<file path="src/rtl/int_rename_pkg.sv">
// int_rename_pkg: shared widths, tag/pointer types and helpers for the integer rename free lists.
package int_rename_pkg;
    localparam int TAG_W = 6;
    localparam int DEPTH = 32;
    localparam int PTR_W = $clog2(DEPTH) + 1;
    localparam int ALLOC_N = 2;
    localparam int FREE_N = 2;
    typedef logic [TAG_W-1:0] phys_tag_t;
    typedef logic [PTR_W-1:0] fl_ptr_t;
    function automatic logic [2:0] popcount(input logic [3:0] v);
        return 3'(v[0]) + 3'(v[1]) + 3'(v[2]) + 3'(v[3]);
    endfunction
endpackage

</file>
<file path="src/rtl/fl_free_compact.sv">
// fl_free_compact: packs valid released tags into ascending slots and counts them.
module fl_free_compact import int_rename_pkg::*; #(
    parameter int TAG_W = int_rename_pkg::TAG_W,
    parameter int FREE_N = int_rename_pkg::FREE_N,
    localparam int CNT_W = $clog2(FREE_N + 1)
) (
    input  logic [FREE_N-1:0]       free_vld,
    input  logic [FREE_N*TAG_W-1:0] free_tag,
    output logic [FREE_N*TAG_W-1:0] cmp_tag,
    output logic [CNT_W-1:0]        wr_cnt
);
    always_comb begin
        cmp_tag = '0;
        wr_cnt = '0;
        for (int i = 0; i < FREE_N; i++)
            if (free_vld[i]) begin
                cmp_tag[int'(wr_cnt)*TAG_W +: TAG_W] = free_tag[i*TAG_W +: TAG_W];
                wr_cnt = wr_cnt + CNT_W'(1);
            end
    end
endmodule

</file>
<file path="src/rtl/int_free_list_mp.sv">
// int_free_list_mp: multi-port circular free list of physical tags with a committed head
// so a flush can rewind the speculative head in one cycle.
module int_free_list_mp import int_rename_pkg::*; #(
    parameter int TAG_W = int_rename_pkg::TAG_W,
    parameter int DEPTH = int_rename_pkg::DEPTH,
    parameter int ALLOC_N = int_rename_pkg::ALLOC_N,
    parameter int FREE_N = int_rename_pkg::FREE_N,
    parameter int INIT_BASE = 32,
    parameter int INIT_STRIDE = 1,
    parameter int INIT_COUNT = 32,
    localparam int IDX_W = $clog2(DEPTH),
    localparam int PTR_W = IDX_W + 1,
    localparam int CN_W = $clog2(ALLOC_N + 1),
    localparam int WC_W = $clog2(FREE_N + 1)
) (
    input  logic                     Clk,
    input  logic                     Rest,
    input  logic [ALLOC_N-1:0]       AllocReq,
    output logic [ALLOC_N*TAG_W-1:0] AllocTag,
    output logic                     AllocOk,
    input  logic [FREE_N-1:0]        FreeVld,
    input  logic [FREE_N*TAG_W-1:0]  FreeTag,
    input  logic [CN_W-1:0]          CommitNum,
    input  logic                     Flush,
    output logic [PTR_W-1:0]         FreeCount,
    output logic                     Empty,
    output logic                     Full
);
    logic [TAG_W-1:0] mem [DEPTH];
    logic [PTR_W-1:0] spec_head, commit_head, tail;
    logic [FREE_N*TAG_W-1:0] cmp_tag;
    logic [WC_W-1:0] wr_cnt;
    logic [2:0] k;

    assign k = popcount(4'(AllocReq));
    assign FreeCount = tail - spec_head;
    assign Empty = FreeCount == '0;
    assign Full = FreeCount == PTR_W'(DEPTH);
    assign AllocOk = FreeCount >= PTR_W'(k);

    for (genvar i = 0; i < ALLOC_N; i++) begin : g_peek
        assign AllocTag[i*TAG_W +: TAG_W] = mem[spec_head[IDX_W-1:0] + IDX_W'(i)];
    end

    fl_free_compact #(.TAG_W(TAG_W), .FREE_N(FREE_N)) u_compact (
        .free_vld(FreeVld),
        .free_tag(FreeTag),
        .cmp_tag (cmp_tag),
        .wr_cnt  (wr_cnt)
    );

    // Flush rewinds to the committed head; contents there are still intact.
    always_ff @(posedge Clk or negedge Rest)
        if (!Rest) begin
            for (int i = 0; i < DEPTH; i++)
                mem[i] <= (i < INIT_COUNT) ? TAG_W'(INIT_BASE + i * INIT_STRIDE) : '0;
            spec_head <= '0;
            commit_head <= '0;
            tail <= PTR_W'(INIT_COUNT);
        end else begin
            for (int i = 0; i < FREE_N; i++)
                if (i < int'(wr_cnt))
                    mem[tail[IDX_W-1:0] + IDX_W'(i)] <= cmp_tag[i*TAG_W +: TAG_W];
            commit_head <= commit_head + PTR_W'(CommitNum);
            tail <= tail + PTR_W'(wr_cnt);
            spec_head <= Flush ? commit_head + PTR_W'(CommitNum) :
                         AllocOk ? spec_head + PTR_W'(k) : spec_head;
        end

    always @(posedge Clk)
        if (Rest) begin
            assert ((AllocReq & (AllocReq + ALLOC_N'(1))) == '0);
            assert (int'(FreeCount) + int'(wr_cnt) <= DEPTH);
            assert (PTR_W'(spec_head - commit_head) >= PTR_W'(CommitNum));
            assert (int'(CommitNum) <= ALLOC_N);
        end
endmodule
</file>
<file path="config.mk">
export PLATFORM = sky130hd
export DESIGN_NAME = int_free_list_mp
export DESIGN_NICKNAME = d
export VERILOG_FILES = /design/src/rtl/int_rename_pkg.sv /design/src/rtl/fl_free_compact.sv /design/src/rtl/int_free_list_mp.sv
export SDC_FILE = /design/constraint.sdc
export NUM_CORES = 1
export LEC_CHECK = 0
export CORE_MARGIN = 2
export CORE_UTILIZATION = 55
export DETAILED_ROUTE_END_ITERATION = 6
export HOLD_SLACK_MARGIN = 0.03
export PLACE_DENSITY = 0.73
export SETUP_SLACK_MARGIN = 0.1
export SYNTH_ARGS = -nofsm -noshare
export SYNTH_HDL_FRONTEND = slang
export SYNTH_SLANG_ARGS = --single-unit
export TNS_END_PERCENT = 5
</file>
<file path="constraint.sdc">
create_clock -name Clk -period 8.91 [get_ports Clk]
set_clock_uncertainty 0.1 [all_clocks]
set_input_delay 2.673 -clock Clk [delete_from_list [all_inputs] [get_ports Clk]]
set_output_delay 2.673 -clock Clk [all_outputs]
set_load 0.01 [all_outputs]
</file>
Yosys cells after proc, flatten, opt, wreduce, memory -nomap -nowiden
Index checks and enable logic that the tools add are counted.
W data, S select, Z words.
{ "op_classes": {"mul": 1, "n_addsub": 9, "eq_ne": 1, "n_mux": 21, "shifts": 2, "n_lt_le_gt_ge": 9, "bitwise_logic": 4, "reduce_logical": 4} }
{ "ops": {"columns": ["operator", "n"], "rows": [
  ["$bwmux W192", 2],
  ["$mux W192", 2],
  ["$bmux W6 S5", 2],
  ["$demux W6 S5", 2],
  ["$mux W6", 9],
  ["$neg A32 Y33", 1],
  ["$shift A6 B33 Y12 const A", 1],
  ["$shiftx A6 B33 Y12", 1],
  ["$ge A6 B6 Y1 const B", 4],
  ["$not A5 Y6", 4],
  ["$add A6 B2 Y6", 3],
  ["$bwmux W12", 1],
  ["$lt A6 B1 Y1 const B", 2],
  ["$mux W12", 1],
  ["$add A5 B1 Y5 const B", 2],
  ["$eq A6 B6 Y1 const B", 1],
  ["$ge A6 B2 Y1", 1],
  ["$logic_not A6 Y1", 1],
  ["$sub A6 B6 Y6", 1],
  ["$lt A1 B2 Y1 const A", 2],
  ["$mul A1 B2 Y3 const B", 1],
  ["$add A1 B1 Y2", 1],
  ["$add A1 B1 Y2 const B", 1],
  ["$logic_and A1 B1 Y1", 2],
  ["other kinds (3)", 3]
]} }
{ "word_totals": {"word_cells": 86, "regBits": 210} }

Depth between registers and ports, before layout
Gate-level depths: netlist of run 1.
{ "depth": {"ltp_word": 10, "mapped_depth": 11, "mapped_depth_nobuf": 10} }

Cells and area by module
From an unflattened synthesis of run 1, not the netlist that was laid out.
{ "hier_totals": {"hier_cells": 1290, "hier_area_um2": 13868.3} }
{ "by_module_without_submodules": {"columns": ["module", "area_each_um2", "instances", "cells_per_inst"], "rows": [
  ["int_free_list_mp", 13729.4, 1, 1273],
  ["fl_free_compact", 138.9, 1, 17]
]} }

Worst setup path before layout of run 1
No wires, ideal clock.
{ "synth_timing": {"path_type": "input -> output", "from": "in AllocReq[0]", "to": "out AllocOk", "t_required_ns": 6.137, "slack_ns": 1.925, "n_path_buf": 0, "cell_stages": 7, "arrival_time_ns": 4.212, "cell_sequence": "ha_1 ha_1 nand2b_1 a211oi_1 nand4b_1 nor4_4 inv_2"} }
{ "synth_via": {"elab_chain_len": 2} }
{ "synth_lines": {"columns": ["item", "line", "rtl"], "rows": [
  ["start: declaration", "int_free_list_mp.sv:18", "input logic [ALLOC_N-1:0] AllocReq,"],
  ["$add A1 B1 Y2", "int_rename_pkg.sv:11", "return 3'(v[0]) + 3'(v[1]) + 3'(v[2]) + 3'(v[3]);"],
  ["$ge A6 B2 Y1", "int_free_list_mp.sv:39", "assign AllocOk = FreeCount >= PTR_W'(k);"],
  ["end: declaration", "int_free_list_mp.sv:20", "output logic AllocOk,"]
]} }
Every way passes these cells.

Worst setup path after layout of run 1
Same ends and word-level chain as after synthesis.

==> impl_metrics.tcl, run 1 <==
set metrics [dict create \
    status "completed" \
    drv_cap 0 \
    reg2reg_depth 9 \
    route.vias.total 11620 \
    p_per_area_mw_per_mm2 477.4 \
    arrival_ns 5.29 \
    syn_area_mm2 0.01361 \
    grtUsageTotal 0.3310 \
    p_total_w 0.007118 \
    clk_latency_ns 0.55 \
    post_cts_buffers 0 \
    seq_area_frac_synth 0.3964 \
    synth_flop_cell "dfstp_2" \
    hold_path_depth 1 \
    setup_viol 0 \
    yosys.area.top_type_share 0.2181 \
    slowest_delay_ns 0.50 \
    grt_pass1_vias 10970 \
    clk_pin_slew_ns 0.06 \
    hp-class "register to register" \
    cts-htree-levels 1 \
    nFillCells 1953 \
    syn_to_final_growth_pct 9.522 \
    drt_first_pass_iters 6 \
    period_needed_ns 8.059 \
    multi_input_area_mm2 0.007566 \
    syn-instance-count 1381 \
    routed_wirelength_um 42250 \
    grt_antenna_before_repair 0 \
    relSlewSlack 0.1397 \
    place_congestion 1.001 \
    syn-num-nets 1423 \
    die_area_mm2 0.02603 \
    irDropWorstVdd_mv 0.3809 \
    crit_type "input pin to output pin" \
    fin_crit_sh 0.9045 \
    cts_inserted_buffers 26 \
    start_util 0.5598 \
    placed_area_mm2 0.01400 \
    routedWlPerCell_um 25.39 \
    grt_max_degree 85 \
    synth_top_area_cell "dfstp_2" \
    drtIter0Drc 1352 \
    std_cell_rows 57 \
    r2r_setup_slack_ns 5.18 \
    cts-resized-gates 0 \
    cp-end-kind "output pin" \
    final_cell_mix "228 x nand2_1, 164 x o21ai_0, 126 x o211ai_1" \
    ant_nets 0 \
    ys_warn_count 0 \
    slew_violations 0 \
    ys_ff_latch 210 \
    avgSynthCellArea_um2 9.858 \
    synthDistinctLibCells 48 \
    grt_first_pass_wirelength_um 65930 \
    synth.area.top_cells "dfstp_2 22%, mux4_2 19%, dfrtp_1 18%" \
    hold_end "commit_head[5]" \
    drc 0 \
    rsz0062_at_grt "no" \
    fin_tns_setup_ns 0 \
    regArea_mm2 0.005401 \
    path_cells "clkdlybuf4s50_1, ha_1, ha_1, nand2b_1, a211oi_1, nand4b_1, nor4_4, inv_2, clkdlybuf4s50_1" \
    crit_slowest_cell "nor4_4" \
    diodes 0 \
    synth_edf_count 0 \
    async_flop_share 1.000 \
    hp-start "commit_head[5]" \
    finalHoldViolations 0 \
    port_buffers 41 \
    clockBufferDepth 3 \
    start_kind "input pin" \
    tightest_slew_ns 1.281 \
    r2r-start "spec_head[1]" \
    path_buf_inv 3 \
    required_ns 6.14 \
    num_io_pins 42 \
    die_w_um 161.3 \
    path_delay_family "buffers and inverters" \
    drive_above_1_share 0.2328 \
    core_area_mm2 0.02432 \
    stdcell_area_mm2 0.01491 \
    die_h_um 161.3 \
    fmax_ghz 0.1241 \
    grt_overflow 0 \
    nets 1362 \
    hpwl_um 27320 \
    routed_via_density 6.981 \
    cts_hold_buf 0 \
    p_leak_nw 5.143 \
    crit_fanout 10 \
    final_common_cell "nand2_1" \
    numClockSinks 210 \
    r2r-end "spec_head[0]" \
    cts_tree "built" \
    cts_root_buffer "clkbuf_16" \
]
stage by stage:
stage,cells,setup WS [ns],hold WS (ns),utilization
after floorplan,1381,1.925,0.3437,-
final,1664,0.8506,0.3781,0.6131
after detailed placement,1615,0.8638,0.3708,0.5757
after global placement,1615,0.9065,0.3674,0.5757
after CTS,1663,0.8720,0.3822,0.6128
after global routing,1664,0.6517,0.4098,0.6131
routing by layer:
| layer | GRT usage | vias up | routed length, µm | share of wire |
|---|---|---|---|---|
| met1 | 0.4830 | 5701 | 16820 | 0.40 |
| met2 | 0.4629 | 796 | 17910 | 0.42 |
| met3 | 0.1222 | 114 | 5997 | 0.14 |
| met5 | 0 | - | 0 | 0 |
| met4 | 0.1027 | 0 | 1524 | 0.036 |
| li1 | - | 5006 | - | - |
synth_stat cells, types with 25 or more instances:
cell      number
nand2_1      228
o21ai_0      164
o211ai_1     126
dfstp_2      113
mux4_2       113
clkbuf_1     107
dfrtp_1       97
o21ai_1       81
nand3_1       78
nor2_1        62
buf_2         32
a21oi_1       25
layout make-up:
type                       instances  area share
multi-input combinational       1001      0.5074
sequential                       210      0.3623
clock buffer                      36     0.04884
timing repair buffer              60     0.03734
tap                              324     0.02719
clock inverter                    12     0.01166
inverter                          21    0.005287
where the power goes:
| part | internal, W | switching (W) | leakage, nW |
|---|---|---|---|
| logic | 0.00199 | 0.00184 | 2.34 |
| clock network | 0.000686 | 0.000430 | 0.443 |
| registers | 0.00163 | 0.000540 | 2.36 |
| total | 0.00431 | 0.00281 | 5.14 |
logic make-up after synthesis:
| kind of cell | share of synthesized area |
|---|---|
| compound gates | 0.1786 |
| xor+xnor | 0.009650 |
| fa+ha+maj | 0.02151 |
| buf+inv | 0.05202 |
| flops | 0.3964 |
| mux | 0.2069 |
| simple gates | 0.1350 |
sequential cells by signal, indices dropped and copies added, names as in the netlist:
signal	count
commit_head	6
mem	192
tail	6
spec_head	6
worst max-delay path by stage:
stage	cells past startpoint	from	endpoint	slack, ns
4_1_cts	9	AllocReq[0]	AllocOk	0.87
3_5_place_dp	9	AllocReq[0]	AllocOk	0.86
3_3_place_gp	9	AllocReq[0]	AllocOk	0.91
2_1_floorplan	7	AllocReq[0]	AllocOk	1.93
5_1_grt	9	AllocReq[0]	AllocOk	0.65
6_report	9	AllocReq[0]	AllocOk	0.85
Note: power is estimated with default switching activity, not from simulation.
==> inputs of run 2 (changes only) <==
--- a/config.mk
+++ b/config.mk
@@ -9,9 +9,11 @@
 export CORE_UTILIZATION = 55
 export DETAILED_ROUTE_END_ITERATION = 6
 export HOLD_SLACK_MARGIN = 0.03
-export PLACE_DENSITY = 0.73
+export PLACE_DENSITY = 0.72
 export SETUP_SLACK_MARGIN = 0.1
+export SKIP_CTS_REPAIR_TIMING = 1
 export SYNTH_ARGS = -nofsm -noshare
 export SYNTH_HDL_FRONTEND = slang
+export SYNTH_HIERARCHICAL = 1
 export SYNTH_SLANG_ARGS = --single-unit
 export TNS_END_PERCENT = 5
==> impl_metrics.tcl, run 2 <==
set metrics [dict create \
    routed_via_density 6.537 \
    p_per_area_mw_per_mm2 438.4 \
    swShare 0.3874 \
    p_clk_frac 0.163 \
    synth-simple-area-share 0.1153 \
    synth_common_cells "195 x mux2i_1, 165 x nor2_1, 143 x a21oi_1, 120 x mux4_2, 113 x dfstp_2" \
    final_cell_mix "195 x mux2i_1, 165 x nor2_1, 143 x a21oi_1" \
    syn_to_final_growth_pct 10.13 \
    die_w_um 162.8 \
    cp-end-kind "output pin" \
    routed_wirelength_um 39910 \
    cts-htree-levels 1 \
    status "completed" \
    fin_crit_sh 0.9128 \
    synthDistinctLibCells 50 \
    nets 1304 \
    period_needed_ns 8.133 \
    drtIter0Drc 1207 \
    synth_edf_count 0 \
    ys_warn_count 6 \
    p_total_w 0.006695 \
    crit_fanout 10 \
    num_io_pins 42 \
    relSlewSlack 0.1389 \
    clk_pin_slew_ns 0.05 \
    fmax_ghz 0.1230 \
    largest_reg_flops 192 \
    p_leak_nw 6.187 \
    clockBufferDepth 3 \
    required_ns 6.14 \
    yosys.area_share.adder 0.02021 \
    hp-class "register to register" \
    internal_power_w 0.004101 \
    arrival_ns 5.36 \
    final_common_cell "mux2i_1" \
    avgSynthCellArea_um2 10.75 \
    synth_top_area_cell "dfstp_2" \
    crit_type "input pin to output pin" \
    p_sw_w 0.002594 \
    cts_root_buffer "clkbuf_16" \
    grtUsageTotal 0.3076 \
    seq_area_frac_synth 0.3891 \
    tightest_slew_ns 1.282 \
    yosys.area.top_type_share 0.2141 \
    diodes 0 \
    place_congestion 0.9647 \
    synthXorXnorAreaFrac 0.009473 \
    start_util 0.5555 \
    synth_flop_cell "dfstp_2" \
    synth_top_family_by_area "multiplexers" \
    drive_above_1_share 0.2693 \
    numClockSinks 210 \
    syn_area_mm2 0.01387 \
    regMostFlops "mem" \
    synth.area.mux_share 0.3413 \
    regArea_mm2 0.005401 \
    ant_nets 0 \
    core_area_mm2 0.02496 \
    setup_viol 0 \
    grt_first_pass_wirelength_um 61730 \
    drt_first_pass_iters 5 \
    irDropWorstVdd_mv 0.3403 \
    hpwl_um 26060 \
    seqPwrFrac 0.296 \
    p_comb_frac 0.541 \
    synth_most_common_cell "mux2i_1" \
    cts_inserted_buffers 25 \
    rsz0062_at_grt "no" \
    syn-instance-count 1290 \
    grt_pass1_vias 10020 \
    finalHoldViolations 0 \
    drc 0 \
    multi_input_area_mm2 0.007948 \
    cts_tree "built" \
    slew_violations 0 \
    port_buffers 41 \
    synth_compound_area_frac 0.08508 \
    clk_latency_ns 0.53 \
    grt_max_degree 119 \
    syn-num-nets 1331 \
    nFillCells 2007 \
    std_cell_rows 58 \
    synth.area.top_cells "dfstp_2 21%, mux4_2 19%, dfrtp_1 18%" \
    fin_tns_setup_ns 0 \
    grt_overflow 0 \
    ys_ff_latch 210 \
    drv_cap 0 \
    die_h_um 162.8 \
    grt_antenna_before_repair 0 \
    start_kind "input pin" \
    postLayoutCoreUtil 0.6118 \
    route.vias.total 10530 \
    die_area_mm2 0.02650 \
    routedWlPerCell_um 24.78 \
    async_flop_share 1.000 \
]
-- run 2: kinds of logic after synthesis --
group	count (synthesis)
adders and majority gates	20
AOI/OAI and AO/OA	223
muxes	322
buffers and inverters	135
xor gates and xnor gates	15
and+or+nand+nor	365
DFF	210
-- run 2: power groups by stage --
stage               Sequential, W  Combinational, W  Clock [W]
floorplan                 0.00178           0.00259          0
finish                    0.00198           0.00362    0.00109
CTS                       0.00197           0.00359    0.00110
global route              0.00204           0.00384    0.00114
global placement          0.00195           0.00351          0
detailed placement        0.00197           0.00357          0
-- run 2: layout make-up --
type / instances / area share
timing repair buffer: 60 / 0.03645
tap: 330 / 0.02703
inverter: 21 / 0.005161
clock buffer: 33 / 0.04686
multi-input combinational: 945 / 0.5204
sequential: 210 / 0.3536
clock inverter: 12 / 0.01049
-- run 2: through the flow --
step                worst slack, ns  hold slack [ns]  std cells  area, µm²
floorplan                     1.740           0.3437       1290      13870
global placement             0.7943           0.3655       1566      14400
detailed placement           0.7704           0.3717       1566      14400
CTS                          0.7656           0.3810       1611      15270
global route                 0.6207           0.4099       1611      15270
finish                       0.7772           0.3860       1611      15270
-- run 2: worst paths after layout --
| kind | startpoint | end | slack [ns] | depth (start not counted) |
|---|---|---|---|---|
| worst max-delay path | AllocReq[0] | AllocOk | 0.78 | 9 |
| worst min-delay path | commit_head[5] | commit_head[5] | 0.39 | 1 |
| worst max register to register | spec_head[0] | spec_head[1] | 5.09 | 9 |
| worst min register to register | commit_head[5] | commit_head[5] | 0.39 | 1 |
| max in group asynchronous | Rest | spec_head[0] | 4.85 | 2 |
| min in group asynchronous | Rest | tail[2] | 2.13 | 1 |
-- run 2: worst max-delay path, stage by stage --
cell and delay, ns:
clkdlybuf4s50_1 0.40, ha_1 0.32, ha_1 0.27, nand2b_1 0.14, a21o_1 0.17, a2111o_1 0.37, nor4_4 0.45, inv_1 0.08
clkdlybuf4s50_1 0.49
-- run 2: metal layers --
layer,up-vias,share of wire,track usage
met1,5238,0.40,0.4225
met3,129,0.088,0.05577
li1,4618,-,-
met5,-,0,0
met2,546,0.46,0.4794
met4,0,0.058,0.1424
